$ cat src/rtl/checkers_pkg.sv
// checkers_pkg: shared direction type and board defaults for the checkers move logic.
package checkers_pkg;
    typedef enum logic [1:0] {
        DIR_UL = 2'd0,
        DIR_UR = 2'd1,
        DIR_DL = 2'd2,
        DIR_DR = 2'd3
    } dir_t;

    localparam int BOARD_ROWS = 8;
    localparam int BOARD_COLS = 4;

    // Lowest enabled direction; DIR_DR when the mask is empty.
    function automatic dir_t lowest_dir(input logic [3:0] m);
        return m[0] ? DIR_UL : m[1] ? DIR_UR : m[2] ? DIR_DL : DIR_DR;
    endfunction
endpackage

$ cat src/rtl/diag_shift.sv
// diag_shift: combinational one-square diagonal shift of a board mask,
// squares without a neighbour in that direction take the fill value.
module diag_shift
    import checkers_pkg::*;
#(
    parameter int ROWS = BOARD_ROWS,
    parameter int COLS = BOARD_COLS,
    localparam int N = ROWS * COLS
) (
    input  logic [N-1:0] X,
    input  logic [1:0]   dir,
    input  logic         fill,
    output logic [N-1:0] Y
);
    for (genvar i = 0; i < N; i++) begin : g_sq
        localparam int R = i / COLS;
        localparam int C = i % COLS;
        localparam int O = R % 2;
        // Odd rows are offset half a square left of even rows.
        localparam logic UP = R > 0;
        localparam logic DN = R < ROWS - 1;
        localparam logic LF = O == 0 || C > 0;
        localparam logic RT = O == 1 || C < COLS - 1;
        localparam int UL = (UP && LF) ? i - COLS - O : 0;
        localparam int UR = (UP && RT) ? i - COLS + 1 - O : 0;
        localparam int DL = (DN && LF) ? i + COLS - O : 0;
        localparam int DR = (DN && RT) ? i + COLS + 1 - O : 0;
        assign Y[i] = dir == 2'd0 ? ((UP && LF) ? X[UL] : fill) :
                      dir == 2'd1 ? ((UP && RT) ? X[UR] : fill) :
                      dir == 2'd2 ? ((DN && LF) ? X[DL] : fill) :
                                    ((DN && RT) ? X[DR] : fill);
    end
endmodule

$ cat src/rtl/diag_move_scan.sv
// diag_move_scan: per-direction step/jump candidate scanner, one enabled
// direction per output beat, built around one time-shared diagonal shifter.
module diag_move_scan
    import checkers_pkg::*;
#(
    parameter int ROWS = BOARD_ROWS,
    parameter int COLS = BOARD_COLS,
    localparam int N = ROWS * COLS
) (
    input  logic         clock,
    input  logic         reset_n,
    input  logic         in_valid,
    output logic         in_ready,
    input  logic [N-1:0] in_mover,
    input  logic [N-1:0] in_opp,
    input  logic [N-1:0] in_occ,
    input  logic [3:0]   in_dirs,
    output logic         out_valid,
    input  logic         out_ready,
    output logic [1:0]   out_dir,
    output logic [N-1:0] out_step,
    output logic [N-1:0] out_jump,
    output logic         out_last,
    output logic         out_any_jump
);
    typedef enum logic [2:0] {IDLE, S1, S2, HOLD, ZERO} state_t;

    state_t       state;
    dir_t         cur_dir, next_dir, sh_dir;
    logic [3:0]   dirs_r, above;
    logic [N-1:0] mover_r, opp_r, occ_r, occ_sh, opp_sh, sh_x, sh_y, jump_c;
    logic         sh_fill;

    assign above    = dirs_r & (4'b1110 << cur_dir);
    assign next_dir = lowest_dir(above);
    // The opponent shift is prefetched in IDLE/HOLD, leaving S1/S2 for occupancy.
    assign sh_x     = state == S1 ? occ_r : state == S2 ? occ_sh : state == IDLE ? in_opp : opp_r;
    assign sh_dir   = state == IDLE ? lowest_dir(in_dirs) : state == HOLD ? next_dir : cur_dir;
    assign sh_fill  = state == S1 || state == S2;
    assign jump_c   = mover_r & opp_sh & ~sh_y;

    diag_shift #(.ROWS(ROWS), .COLS(COLS)) u_shift (
        .X(sh_x),
        .dir(sh_dir),
        .fill(sh_fill),
        .Y(sh_y)
    );

    always_ff @(posedge clock or negedge reset_n) begin
        if (!reset_n) begin
            state        <= IDLE;
            in_ready     <= 1'b1;
            out_valid    <= 1'b0;
            out_dir      <= 2'd0;
            out_step     <= '0;
            out_jump     <= '0;
            out_last     <= 1'b0;
            out_any_jump <= 1'b0;
            cur_dir      <= DIR_UL;
            dirs_r       <= '0;
            mover_r      <= '0;
            opp_r        <= '0;
            occ_r        <= '0;
            occ_sh       <= '0;
            opp_sh       <= '0;
        end else begin
            case (state)
                IDLE: if (in_valid) begin
                    mover_r      <= in_mover;
                    opp_r        <= in_opp;
                    occ_r        <= in_occ;
                    dirs_r       <= in_dirs;
                    cur_dir      <= lowest_dir(in_dirs);
                    opp_sh       <= sh_y;
                    out_any_jump <= 1'b0;
                    in_ready     <= 1'b0;
                    state        <= ~|in_dirs ? ZERO : S1;
                end
                S1: begin
                    occ_sh <= sh_y;
                    state  <= S2;
                end
                S2: begin
                    out_step     <= mover_r & ~occ_sh;
                    out_jump     <= jump_c;
                    out_dir      <= cur_dir;
                    out_last     <= ~|above;
                    out_any_jump <= out_any_jump | (|jump_c);
                    out_valid    <= 1'b1;
                    state        <= HOLD;
                end
                HOLD: if (out_ready) begin
                    out_valid <= 1'b0;
                    if (out_last) begin
                        in_ready <= 1'b1;
                        state    <= IDLE;
                    end else begin
                        cur_dir <= next_dir;
                        opp_sh  <= sh_y;
                        state   <= S1;
                    end
                end
                ZERO: begin
                    out_dir   <= 2'd0;
                    out_step  <= '0;
                    out_jump  <= '0;
                    out_last  <= 1'b1;
                    out_valid <= 1'b1;
                    state     <= HOLD;
                end
                default: state <= IDLE;
            endcase
        end
    end
endmodule

$ cat config.mk
export PLATFORM = sky130hd
export DESIGN_NAME = diag_move_scan
export DESIGN_NICKNAME = d
export VERILOG_FILES = /design/src/rtl/checkers_pkg.sv /design/src/rtl/diag_shift.sv /design/src/rtl/diag_move_scan.sv
export SDC_FILE = /design/constraint.sdc
export NUM_CORES = 1
export LEC_CHECK = 0
export ABC_AREA = 1
export CAP_MARGIN = 20
export CORE_MARGIN = 4
export CORE_UTILIZATION = 30
export DETAILED_ROUTE_END_ITERATION = 8
export GPL_TIMING_DRIVEN = 0
export HOLD_SLACK_MARGIN = 0.06
export PLACE_DENSITY = 0.53
export SLEW_MARGIN = 10
export SYNTH_ARGS = -nofsm -noshare
export SYNTH_HDL_FRONTEND = slang
export SYNTH_SLANG_ARGS = --single-unit
$ cat constraint.sdc
create_clock -name clock -period 3.3 [get_ports clock]
set_clock_uncertainty 0.15 [all_clocks]
set_input_delay 0.825 -clock clock [delete_from_list [all_inputs] [get_ports clock]]
set_output_delay 0.825 -clock clock [all_outputs]
set_load 0.01 [all_outputs]
======== Word level (Yosys, flattened, before mapping) ========
Index checks and enable logic that the tools add are counted.
storage, ports and cells
  bits in registers ....................... 239
  logic and storage cells ................. 178
  output and inout bits ................... 70
  input bits .............................. 104
cells by class
  reduce and logical (&&, ||, !) cells .... 18
  equal/unequal tests ..................... 10
  bitwise gates (word level) .............. 7
  muxes and demuxes ....................... 127
  shift operators ......................... 1
operator list
  operator               number
  $mux W32               6
  $pmux W32 S2           3
  $mux W1                99
  $and A32 B32 Y32       3
  $not A32 Y32           2
  $reduce_or A32 Y1      1
  $mux W2                9
  $pmux W3 S4            1
  $mux W3                3
  $ne A2 B2 Y1 const B   4
  $pmux W1 S2            4
  $pmux W2 S2            2
  $reduce_and A2 Y1      4
  $reduce_and A4 Y1      2
  $reduce_bool A2 Y1     4
  $reduce_or A4 Y1       2
  $eq A3 B2 Y1 const B   2
  $and A4 B4 Y4          1
  $shl A4 B2 Y4 const A  1
  $eq A3 B1 Y1 const B   1
  $eq A3 B3 Y1 const B   1
  $logic_not A3 Y1       1
  $eq A2 B1 Y1 const B   1
  $eq A2 B2 Y1 const B   1
  5 further kinds        5

======== Longest topological paths before layout ========
  word-level depth ........................ 16
  mapped depth ............................ 19
  mapped depth without buffers ............ 18

======== Hierarchy ========
From an unflattened synthesis, not the netlist that was laid out.
second synthesis, totals
  cells, all modules ...................... 1401
  area total of the unflattened synthesis .. 11484.8 um^2
by module, submodules not included
  module          seq. area each (um^2)  area an instance (um^2)  cells each  instances
  diag_move_scan  5957.0                 10373.7                  1176        1
  diag_shift      0.0                    1111.1                   225         1

======== Worst setup path after synthesis ========
No wires, ideal clock.
  kind .................................... input port to flip-flop
  start point ............................. in in_dirs[1]
  end point ............................... reg out_any_jump
  buffers on the path ..................... 1
  arrival time ............................ 2271 ps
  library setup time ...................... 122 ps
  data required time ...................... 3028 ps
  slack ................................... 757 ps
  stages .................................. 15
  path through ............................ nor2_1 inv_1 nor2_2 inv_1 nand2_4 buf_2 nor2_1 nor2_1 nand3_1 nand3_1 nand2_1 nor2_1 nand3_1 nor2_1 a21oi_1
between the ends
  word-level cells in the longest chain between the ends .. 12
  elaborated cells on any way between the ends .. 103
  those cells by class .................... eq/ne (2); mux (96); bitwise (3); reduce/logical (2)
ends and longest elaborated chain
  element                 RTL line              RTL
  start, declared         diag_move_scan.sv:17  input logic [3:0] in_dirs,
  $mux W2 * (2 in a row)  checkers_pkg.sv:15    return m[0] ? DIR_UL : m[1] ? DIR_UR : m[2] ? DIR_DL : DIR_DR;
  $mux W2 *               diag_move_scan.sv:38  assign sh_dir = state == IDLE ? lowest_dir(in_dirs) : state == HOLD ? next_dir : cur_dir;
  $eq A2 B2 Y1            diag_shift.sv:30      dir == 2'd2 ? ((DN && LF) ? X[DL] : fill) :
  $mux W1                 diag_shift.sv:30
  $mux W1                 diag_shift.sv:29      dir == 2'd1 ? ((UP && RT) ? X[UR] : fill) :
  $mux W1                 diag_shift.sv:28      assign Y[i] = dir == 2'd0 ? ((UP && LF) ? X[UL] : fill) :
  $not A32 Y32 *          diag_move_scan.sv:40  assign jump_c = mover_r & opp_sh & ~sh_y;
  $and A32 B32 Y32 *      diag_move_scan.sv:40
  $reduce_or A32 Y1 *     diag_move_scan.sv:88  out_any_jump <= out_any_jump | (|jump_c);
  $or A1 B1 Y1 *          diag_move_scan.sv:88
  $pmux W1 S2 *           diag_move_scan.sv:67  case (state)
  end signal, assigned    diag_move_scan.sv:88
  end, declared           diag_move_scan.sv:24  output logic out_any_jump
Every way passes the cells marked *; elsewhere a longest branch is shown, timed or not.
A chain may end at the register's enable or synchronous reset.

======== Final worst setup path ========
  start point ............................. reg state[2]
  end point ............................... reg out_step[15]
between the ends
  word-level cells in the longest chain between the ends .. 2
  elaborated cells on any way between the ends .. 4
  those cells by class .................... eq/ne (2); mux (1); reduce/logical (1)
ends and longest elaborated chain
  element                                             RTL line              RTL
  start, declared                                     diag_move_scan.sv:28  state_t state;
  start signal, assigned                              diag_move_scan.sv:77  state <= ~|in_dirs ? ZERO : S1;
  $eq A3 B3 Y1 or $eq A3 B2 Y1 (tied branches)        diag_move_scan.sv:67
  $pmux W32 S2 or $reduce_bool A2 Y1 (tied branches)  --
  end signal, assigned                                diag_move_scan.sv:84  out_step <= mover_r & ~occ_sh;
  end, declared                                       diag_move_scan.sv:21  output logic [N-1:0] out_step,
Several ways; a longest one is shown, not always the timed one.

==> out/metrics.csv <==
metric,value,unit
outcome,completed,
num rows,71,
P_leak,6.94,nW
async set or reset register ratio after synthesis,100,%
CP arrival,3.49,ns
flip-flop and latch count after synthesis,238,
FILL cells,3985,
core area,37700,sq um
Crit. End Element,flip-flop,
Startpoint Class,flip-flop,
IO Count,174,
mean post-synth cell area,8.43,sq um
final instance area,14700,sq um
syn nets,1460,
Synth area leaders,"dfrtp_1 (52%), nand2_1 (14%), mux2_2 (6.0%)",
Clock Sinks,238,
DRC Markers,0,
list of most frequent post-synthesis cells,"nand2_1 (426), dfrtp_1 (237), o21ai_0 (122), inv_1 (121), nor2_1 (89)",
Synth Cell Area,11400,sq um
grt ovf,0,
initial core utilization,30.4,%
sequential fraction of design power,28.8,%
htree depth,1,
reg2reg start,state[2],
Total GRT Usage,20.4,%
worst hold path class,input port to asynchronous set/reset pin,
first-pass GRT wire length,63.6,mm
Logic pwr share,55.3,%
placed cell area,13900,sq um
final setup vio count,0,
antenna diode count,0,
Die Wd,203,microns
Synth area leader,dfrtp_1,
Rel. slew slack,47.5,%
final non-filler cell total,2089,
cells along the critical path,"inv_2, nand3_1, buf_2, inv_2, buf_2, clkbuf_1, buf_1, a32o_1",
1st-iter DRT viols,829,
die area,41300,sq um
RR Endpoint,out_step[15],
Worst-Skew Late Latency,0.54,ns
CTS tree,done,
# hold bufs at CTS,0,
Post-Synthesis Cells,1356,
CP Class,flip-flop to flip-flop,
Die H,203,microns
"EDFF count, synth",0,
Detailed Route WL,43.1,mm
IO Port Bufs,173,
placed cell count,2042,
CP max stage cell,clkbuf_1,
routed len/inst,20.6,microns
Max Slew Vio Count,0,
max-cap viol count,0,
Synth top area share,51.9,%
largest net degree at the start of global routing,92,
Max Freq,316,MHz
Clock Path Buffers,3,
CP Max Fanout,10,
Final min period,3.17,ns
post-synthesis cell type count,31,
Root Buffer,clkbuf_16,
r2r worst-path depth,8,
vias per inst,4.92,
share of layout cells above drive strength 1,11.0,%
"Hold Vio Cnt, Final",0,
hold_ws,0.0979,ns
internal power,9.43,mW
Register-to-Register Setup Slack,0.13,ns
area grow syn2layout,28.9,%
Clk pwr share,15.9,%
dominant synthesized flop cell,dfrtp_1,
via count,10277,
register area,5960,sq um
Tcrit/Tclk final,96.0,%
TritonCTS buffer count,27,
Crit path largest cell delay,0.60,ns
sum of negative setup slack,0,ns
post-synthesis sequential area ratio,52.1,%
RSZ-0062 raised after global routing,false,
Worst-Margin Slew,0.788,ns
footprint of the multi-input gates,4690,sq um
Power per Cell Area,1250,nW/um^2
Pre-antenna DRT Iters,5,
"Clk pin slew, worst setup/hold paths",0.06,ns
hpwl dp,33.8,mm
global placer's final weighted congestion,0.941,
top-count cell post-synth,nand2_1,
number of global-route vias before repair,10073,
antenna violations before repair,0,
switching power,8.94,mW
sw frac,48.7,%
Max VDD drop,0.000442,V
synthesis warning total,0,
Worst EP required,3.62,ns
ANT nets after route,0,
# nets final,1665,
==> cell type report <==
type | count | area share, %
Multi-Input combinational cell | 922 | 31.9
Clock buffer | 38 | 5.27
Clock inverter | 8 | 0.509
Sequential cell | 238 | 40.4
Tap cell | 511 | 4.34
Inverter | 129 | 3.29
Timing Repair Buffer | 177 | 12.3
Buffer | 66 | 2.05
==> metal layers <==
metal  global-route usage (%)  part of all wire, %  vias up
li1                         -                    -     4851
met1                     28.8                   46     4996
met2                     32.7                   45      356
met3                     3.53                  6.2       74
met4                     5.47                  3.0        0
met5                        0                    0        -
==> what timing repair did <==
action / 4_1_cts / 5_1_grt
buffers inserted: 0 / 2
setup endpoints to repair: 0 / 1
gates resized for setup: 0 / 5
==> kinds of logic (layout without fill, tap and decap cells) <==
family                 count (synthesis)  count (layout)  share of synthesized area (%)
AND/OR/NAND/NOR                      627             627                           22.9
flip-flops                           238             238                           52.1
AO/OA/AOI/OAI                        234             234                           12.0
buffers and inverters                196             418                           6.92
multiplexers                          61              61                           6.01
==> how the worst max path moves through the flow <==
stage          slack, ns      endpoint        from  cells after the start
6_report            0.13  out_step[15]    state[2]                      8
5_1_grt             0.03  out_step[15]    state[2]                      8
4_1_cts             0.06  out_any_jump    state[1]                     16
3_5_place_dp       -0.34  out_any_jump  in_dirs[1]                     16
3_3_place_gp       -9.36    mover_r[7]     reset_n                      1
2_1_floorplan       0.76  out_any_jump  in_dirs[1]                     15
==> flip-flops by register name, summed over array words and instances, names as in the netlist <==
| name | cells |
|---|---|
| cur_dir | 2 |
| dirs_r | 3 |
| in_ready | 1 |
| mover_r | 32 |
| occ_r | 32 |
| occ_sh | 32 |
| opp_r | 32 |
| opp_sh | 32 |
| out_any_jump | 1 |
| out_dir | 2 |
| out_jump | 32 |
| out_last | 1 |
| out_step | 32 |
| out_valid | 1 |
| state | 3 |
==> worst max-delay path: cells and delay by family, from the launching register on <==
kind	cells	cell delay, ns
AOI/OAI and AO/OA	1	0.26
buffers and inverters	6	2.02
DFF	1	0.46
and+or+nand+nor	1	0.18
==> cell usage in the layout (no fill, tap or decap), types with 13 or more instances in the layout <==
cell	instances
a21oi_1	30
a31oi_1	23
a32o_1	25
buf_2	26
clkbuf_1	33
clkbuf_16	27
clkdlybuf4s50_1	172
dfrtp_1	236
inv_1	121
mux2_2	61
nand2_1	426
nand3_1	61
nand4_1	16
nor2_1	89
o21ai_0	120
o21ai_1	13
==> per-stage QoR <==
| step | util [%] | worst slack, ns | total power [mW] |
|---|---|---|---|
| finish | 39.1 | 0.133 | 18.4 |
| floorplan | - | 0.757 | 11.1 |
| detailed placement | 36.8 | -0.338 | 15.4 |
| CTS | 39.1 | 0.0599 | 18.4 |
| global route | 39.1 | 0.0283 | 19.7 |
| global placement | 36.6 | -9.36 | 15.3 |
==> power groups by stage <==
stage	sequential, mW	combinational, mW	clock [mW]
global route	5.44	11.1	3.11
global placement	5.32	9.94	0
floorplan	5.09	6.05	0
finish	5.29	10.2	2.92
CTS	5.29	10.1	2.99
detailed placement	5.33	10.0	0
Power figures use the tool's default switching activity.
